File: config.mk
export PLATFORM = sky130hd
export DESIGN_NAME = mux7_rr_arbiter
export DESIGN_NICKNAME = d
export VERILOG_FILES = /design/src/rtl/mux7_arb_pkg.sv /design/src/rtl/rr_pick7.sv /design/src/rtl/mux7_rr_arbiter.sv
export SDC_FILE = /design/constraint.sdc
export NUM_CORES = 1
export LEC_CHECK = 0
export BUFFER_PORTS_ARGS = -buffer_cell sky130_fd_sc_hd__buf_2
export CAP_MARGIN = 40
export CORE_ASPECT_RATIO = 1.2
export CORE_MARGIN = 2
export CORE_UTILIZATION = 25
export CTS_CLUSTER_SIZE = 30
export DETAILED_ROUTE_END_ITERATION = 10
export PLACE_DENSITY = 0.5
export SLEW_MARGIN = 20
export SYNTH_ARGS = -nofsm -noshare
export SYNTH_HDL_FRONTEND = slang
export SYNTH_HIERARCHICAL = 1
export SYNTH_SLANG_ARGS = --single-unit
File: constraint.sdc
create_clock -name clock -period 11 [get_ports clock]
set_input_delay 1.1 -clock clock [delete_from_list [all_inputs] [get_ports clock]]
set_output_delay 1.1 -clock clock [all_outputs]
set_load 0.01 [all_outputs]
File: src/rtl/mux7_arb_pkg.sv
// rtl/mux7_arb_pkg.sv - shared types and constants for the 7-way round-robin mux arbiter
package mux7_arb_pkg;

  typedef enum logic {IDLE, GRANT} state_t;

  localparam logic [2:0] SEL_IDLE = 3'b111;
  localparam int         NUM_REQ  = 7;

  function automatic logic [6:0] onehot7(input logic [2:0] idx);
    return 7'b0000001 << idx;
  endfunction

endpackage

File: src/rtl/rr_pick7.sv
// rtl/rr_pick7.sv - wrapped priority scan: first set req bit after index last, wrapping 6->0
module rr_pick7
  import mux7_arb_pkg::*;
(
  input  logic [6:0] req,
  input  logic [2:0] last,
  output logic [2:0] pick,
  output logic       any
);

  always_comb begin
    int w_start;
    int w_idx;
    pick    = 3'd0;
    any     = 1'b0;
    w_start = (last >= 3'd6) ? 0 : int'(last) + 1;
    w_idx   = 0;
    // Scan from farthest to nearest so the nearest requester is written last and wins
    for (int k = NUM_REQ - 1; k >= 0; k--) begin
      w_idx = (w_start + k) % NUM_REQ;
      if (req[w_idx]) begin
        pick = 3'(w_idx);
        any  = 1'b1;
      end
    end
  end

endmodule

File: src/rtl/mux7_rr_arbiter.sv
// rtl/mux7_rr_arbiter.sv - round-robin owner of a shared 7:1 mux; break-before-make grants
// Optional forced release after HOLD_MAX cycles when MUX7_ARB_TIMEOUT_EN is defined.
module mux7_rr_arbiter
  import mux7_arb_pkg::*;
#(
  parameter int HOLD_MAX = 16
)
(
  input  logic       clock,
  input  logic       reset,
  input  logic [6:0] req,
  input  logic       done,
  input  logic [6:0] data_in,
  output logic [6:0] grant,
  output logic [2:0] sel,
  output logic       busy,
  output logic       data_out,
  output logic       timeout
);

  if (HOLD_MAX < 2 || HOLD_MAX > 255) begin : g_bad_hold_max
    $error("HOLD_MAX must be within 2..255");
  end

  state_t     r_state;
  logic [6:0] r_grant;
  logic [2:0] r_sel;
  logic [2:0] r_last;
  logic       r_busy;

  logic [2:0] w_pick;
  logic       w_any;
  logic [7:0] w_req_pad;
  logic [7:0] w_data_pad;
  logic       w_owner_req;
  logic       w_force;
  logic       w_release;

  rr_pick7 u_pick (
    .req  (req),
    .last (r_last),
    .pick (w_pick),
    .any  (w_any)
  );

  // Index 7 (idle code) lands on the padded zero bit
  assign w_req_pad   = {1'b0, req};
  assign w_data_pad  = {1'b0, data_in};
  assign w_owner_req = w_req_pad[r_sel];
  assign w_release   = done | ~w_owner_req | w_force;

`ifdef MUX7_ARB_TIMEOUT_EN
  logic [7:0] r_hold;
  logic       r_timeout;

  assign w_force = (r_hold == 8'(HOLD_MAX - 1));

  always_ff @(posedge clock) begin
    if (reset) begin
      r_hold    <= 8'd0;
      r_timeout <= 1'b0;
    end else begin
      r_timeout <= 1'b0;
      if (r_state == IDLE) begin
        r_hold <= 8'd0;
      end else if (w_release) begin
        r_hold    <= 8'd0;
        r_timeout <= w_force & ~done & w_owner_req;
      end else begin
        r_hold <= r_hold + 8'd1;
      end
    end
  end

  assign timeout = r_timeout;
`else
  assign w_force = 1'b0;
  assign timeout = 1'b0;
`endif

  always_ff @(posedge clock) begin
    if (reset) begin
      r_state <= IDLE;
      r_grant <= 7'd0;
      r_sel   <= SEL_IDLE;
      r_busy  <= 1'b0;
      r_last  <= 3'd6;
    end else begin
      case (r_state)
        IDLE: begin
          if (w_any) begin
            r_grant <= onehot7(w_pick);
            r_sel   <= w_pick;
            r_busy  <= 1'b1;
            r_last  <= w_pick;
            r_state <= GRANT;
          end
        end
        GRANT: begin
          if (w_release) begin
            r_grant <= 7'd0;
            r_sel   <= SEL_IDLE;
            r_busy  <= 1'b0;
            r_state <= IDLE;
          end
        end
        default: r_state <= IDLE;
      endcase
    end
  end

  assign grant    = r_grant;
  assign sel      = r_sel;
  assign busy     = r_busy;
  assign data_out = w_data_pad[r_sel] & r_busy;

endmodule

---- Yosys cells after proc, flatten, opt, wreduce, memory -nomap -nowiden ----
Index checks and enable logic that the tools add are counted.
Widths: inputs -> output; s select.
word-level totals
  flip-flop bits (word level) ............. 15
  input port bits ......................... 17
  logic and storage cells ................. 89
operators by class
  multiplexer cells ....................... 52
  shift operators ......................... 1
  add/sub/neg operators ................... 7
  equal/unequal tests ..................... 2
  magnitude comparators ................... 9
  div/mod/pow operators ................... 7
  reduce and logical (&&, ||, !) cells .... 2
  bitwise gates (word level) .............. 4
operators with widths
  kind                   count
  $lt 32x5->1 const B    7
  $mod 32x4->32 const B  7
  $add 32x4->32 const B  3
  $add 32x3->32 const B  2
  $add 32x2->32 const B  1
  $mux 32                1
  $bmux 1 s3             9
  $mux 1                 27
  $mux 3                 9
  $mux 7                 2
  $pmux 7 s2             1
  $shl 1x3->7 const A    1
  $pmux 3 s2             1
  $add 3x1->4 const B    1
  $lt 3x4->1 const B     1
  $ne 2x1->1 const B     2
  $pmux 1 s2             2
  $reduce_and 2->1       2
  $ge 3x3->1 const B     1
  $not 1->1              2
  $and 1x1->1            1
  $or 1x1->1             1

---- Longest topological paths before layout ----
  depth in word-level cells ............... 17
  gate-level depth with buffers ........... 32
  depth with buffers taken out ............ 26

---- Cells and area by module ----
Netlist, hierarchy kept.
by module, submodules not included
  module           sequential area each (um^2)  area each (um^2)  cells an instance  times used
  rr_pick7         0.0                          3483.3            488                1
  mux7_rr_arbiter  300.3                        704.4             83                 1

---- Least setup slack after synthesis ----
No wires, ideal clock.
  path kind ............................... reg2reg
  from .................................... register r_last[0]
  to ...................................... register r_grant[5] (netlist: grant[5])
  slack ................................... 4.693 ns
  library setup time ...................... 0.070 ns
  path buffers ............................ 5
  required time ........................... 10.930 ns
  data arrival time ....................... 6.237 ns
  stages on the path, launching flop included .. 32
  path through ............................ dfxtp_1 buf_2 inv_2 ha_1 o21a_4 nor2_1 clkbuf_1 inv_1 ha_1 clkbuf_1 inv_1 a31oi_1 ha_1 nor2_1 o2bb2ai_1 a2bb2oi_1 ha_1 clkbuf_1 and3b_1 o22ai_1 o211ai_1 and2_1 clkbuf_1 o311ai_0 nand2_1 o22a_1 nor2b_1 o21ai_0 o221ai_1 nor3_1 nand3_1 o21ai_1
between the ends
  longest elaborated chain between the ends .. 17
ends and longest elaborated chain
  element                                           RTL line               RTL
  from (decl)                                       mux7_rr_arbiter.sv:28  logic [2:0] r_last;
  from (signal assigned)                            mux7_rr_arbiter.sv:95  r_last <= w_pick;
  $add 3x1->4 / $ge 3x3->1 (equally long branches)  rr_pick7.sv:16         w_start = (last >= 3'd6) ? 0 : int'(last) + 1;
  $mux 32 *                                         rr_pick7.sv:16
  $add 32x4->32                                     rr_pick7.sv:20         w_idx = (w_start + k) % NUM_REQ;
  $mod 32x4->32                                     rr_pick7.sv:20
  $bmux 1 s3                                        rr_pick7.sv:21         if (req[w_idx]) begin
  $mux 1 (implied by the code) (2 in a row)         rr_pick7.sv:21
  $mux 3 (6 in a row)                               rr_pick7.sv:21
  $mux 3 *                                          rr_pick7.sv:21
  named net w_pick[1]                               mux7_rr_arbiter.sv:31  logic [2:0] w_pick;
  $shl 1x3->7 *                                     mux7_arb_pkg.sv:10     return 7'b0000001 << idx;
  $mux 7 *                                          mux7_rr_arbiter.sv:91  if (w_any) begin
  $pmux 7 s2 *                                      mux7_rr_arbiter.sv:89  case (r_state)
  to (signal assigned)                              mux7_rr_arbiter.sv:92  r_grant <= onehot7(w_pick);
  to (decl)                                         mux7_rr_arbiter.sv:26  logic [6:0] r_grant;
The timed path passes the listed nets; every way through them passes the cells marked *. The select of a mux whose other input is x is not followed.
A chain may end at the register's enable or synchronous reset.

---- Worst setup path after layout ----
  from .................................... register r_last[0]
  to ...................................... register r_grant[6] (netlist: grant[6])
The elaborated chain is that of the path after synthesis.

==> metrics.yaml <==
cts:
  htreeDepth: 1
  cts_root_buffer: "clkbuf_16"
  cts_buffer_depth: 2
  cts_made_buffers: 3
  cts_sinks: 15
  hold_buffers: 0
  cts_setup_buffers: 0
  cts.clk_slew.worst_paths_ps: 50
  insertion_delay_ps: 240
  cts_resized: 0
  cts_tree: "yes"
floorplan:
  dieArea_um2: 17800
  die_h_um: 146
  fp-row-count: 51
  initial_utilization_pct: 25.6
  io_pins: 30
  core-area_um2: 16300
  die_w_um: 122
setup_path:
  slowest_stage: "dfxtp_1"
  cp-start-kind: "register"
  crit_top_cell: "ha_1"
  worstPathArrival_ps: 7020
  worst_path_largest_cell_delay_ps: 610
  crit_type: "reg2reg"
  path_max_fanout: 29
  required_ps: 11170
  end_kind: "register"
sta:
  fin_crit_sh_pct: 62.3
  clock_skew_ps: 1.72
  final_hold_viol_count: 0
  hold-worst-slack_ps: 452
  max_slew_margin_pct: 41.9
  max_freq_mhz: 146
  finalSetupViolCount: 0
  worst_slack_ps: 4150
  finalMaxSlewViolations: 0
  fin_tns_setup_ps: 0
  rsz0062_at_grt: "no"
  fin_crit_ps: 6850
  worst_pin_slew_ps: 872
synth:
  postSynthAreaPerCell_um2: 7.33
  ys_types: 100
  yosysTopAreaCellShare_pct: 9.86
  synthTopCellsByArea: "ha_1 (9.9%), dfxtp_1 (7.2%), mux2i_1 (5.0%)"
  yosysSeqAreaShare_pct: 7.17
  netlist_instances: 571
  syn-cell-area_um2: 4190
  synth_area_leader_cell: "ha_1"
  ys_ff_latch: 15
  synth_ff_type: "dfxtp_1"
  synth_edf_count: 0
  async_flop_share_pct: 0
  yosys_warnings: 6
detailed_routing:
  wirelength_um: 14300
  drt_iter0_markers: 440
  vias: 4481
  viasPerCell: 5.62
  wl_per_cell_um: 17.9
  first_pass_iters: 5
  drc_errors: 0
  ant_nets: 0
final_layout:
  drive_gt1_share_pct: 15.6
  nets: 637
  syn_to_final_growth_pct: 9.47
  final_cell_mix: "nand2_1 (53), nor2_1 (46), a21oi_1 (40)"
  num_antenna_cells: 0
  final_util_pct: 28.1
  fill_cells: 1810
  final_common_cell: "nand2_1"
run_status:
  outcome: "finished clean"
global_route:
  grt_pass1_wl_um: 23000
  overflow: 0
  grt_usage_pct: 15.8
  antenna_found_initial: 0
  grt_start_max_net_pins: 30
  grt_pass1_vias: 4453
placed_design:
  port_buffers: 28
  place_hpwl_um: 11300
  pre_cts_slack_ps: 4280
  place_congestion: 0.866
run:
  timing.max_cap.violations: 0
hold_path:
  min_path_type: "reg2reg"
==> through the flow <==
| stage | instances | instance area (µm²) |
|---|---|---|
| finish | 797 | 4580 |
| global route | 797 | 4580 |
| CTS | 797 | 4580 |
| detailed placement | 793 | 4510 |
| global placement | 793 | 4510 |
| floorplan | 575 | 4200 |
==> cell usage after synthesis (8+ instances only) <==
master,n
nand2_1,53
nor2_1,46
a21oi_1,40
ha_1,33
o21ai_0,27
mux2i_1,21
nand3_1,21
inv_1,20
nor3_1,17
nor2b_1,16
dfxtp_1,15
clkbuf_1,14
a31oi_1,12
nand2b_1,12
o21ai_1,12
o211ai_1,11
or3_1,9
xnor2_1,9
o2111ai_1,8
==> path summary, 6_finish.rpt <==
path	slack, ps	endpoint	start	cells past startpoint
worst min-delay path	450	grant[0]	grant[0]	2
worst max-delay path	4150	grant[6]	r_last[0]	26
worst max register to register	4150	grant[6]	r_last[0]	26
worst min register to register	450	grant[0]	grant[0]	2
==> worst max-delay path: cells and delay by family, from the launching register on <==
| kind | cells | cell delay (ps) |
|---|---|---|
| compound gates | 11 | 2540 |
| fa+ha+maj | 4 | 1370 |
| simple gates | 6 | 990 |
| buf+inv | 4 | 920 |
| flops | 1 | 610 |
| mux | 1 | 360 |
==> area by class of cell <==
| class | instances | area, µm² | share of cell area (%) |
|---|---|---|---|
| Sequential cell | 15 | 300 | 6.55 |
| Multi-Input combinational cell | 508 | 3670 | 80.0 |
| Timing Repair Buffer | 33 | 178 | 3.88 |
| Inverter | 25 | 93.8 | 2.05 |
| Clock buffer | 4 | 78.8 | 1.72 |
| Tap cell | 212 | 265 | 5.79 |
==> sequential cells by signal, indices dropped and copies added, names as in the netlist <==
register,flops
grant,7
r_last,3
sel,3
busy,1
r_state,1
==> routing by layer <==
layer,part of all wire [%],vias to the layer above,track usage [%]
met3,3.2,36,0.862
met4,4.5,0,6.49
met5,0,-,0
li1,-,2206,-
met2,49,135,27.8
met1,43,2104,19.9
==> logic make-up after synthesis <==
kind of cell / share of synthesized area (%)
adder cells (fa/ha/maj): 10.3
multiplexers: 9.41
AND/OR/NAND/NOR: 27.4
flip-flops: 7.17
buffers and inverters: 5.59
XOR/XNOR: 2.09
other: 0.269
AO/OA/AOI/OAI: 37.8
Power is left out: the tool's default activity adds up to more than one toggle a clock period on the data nets, which glitch-free logic cannot reach.
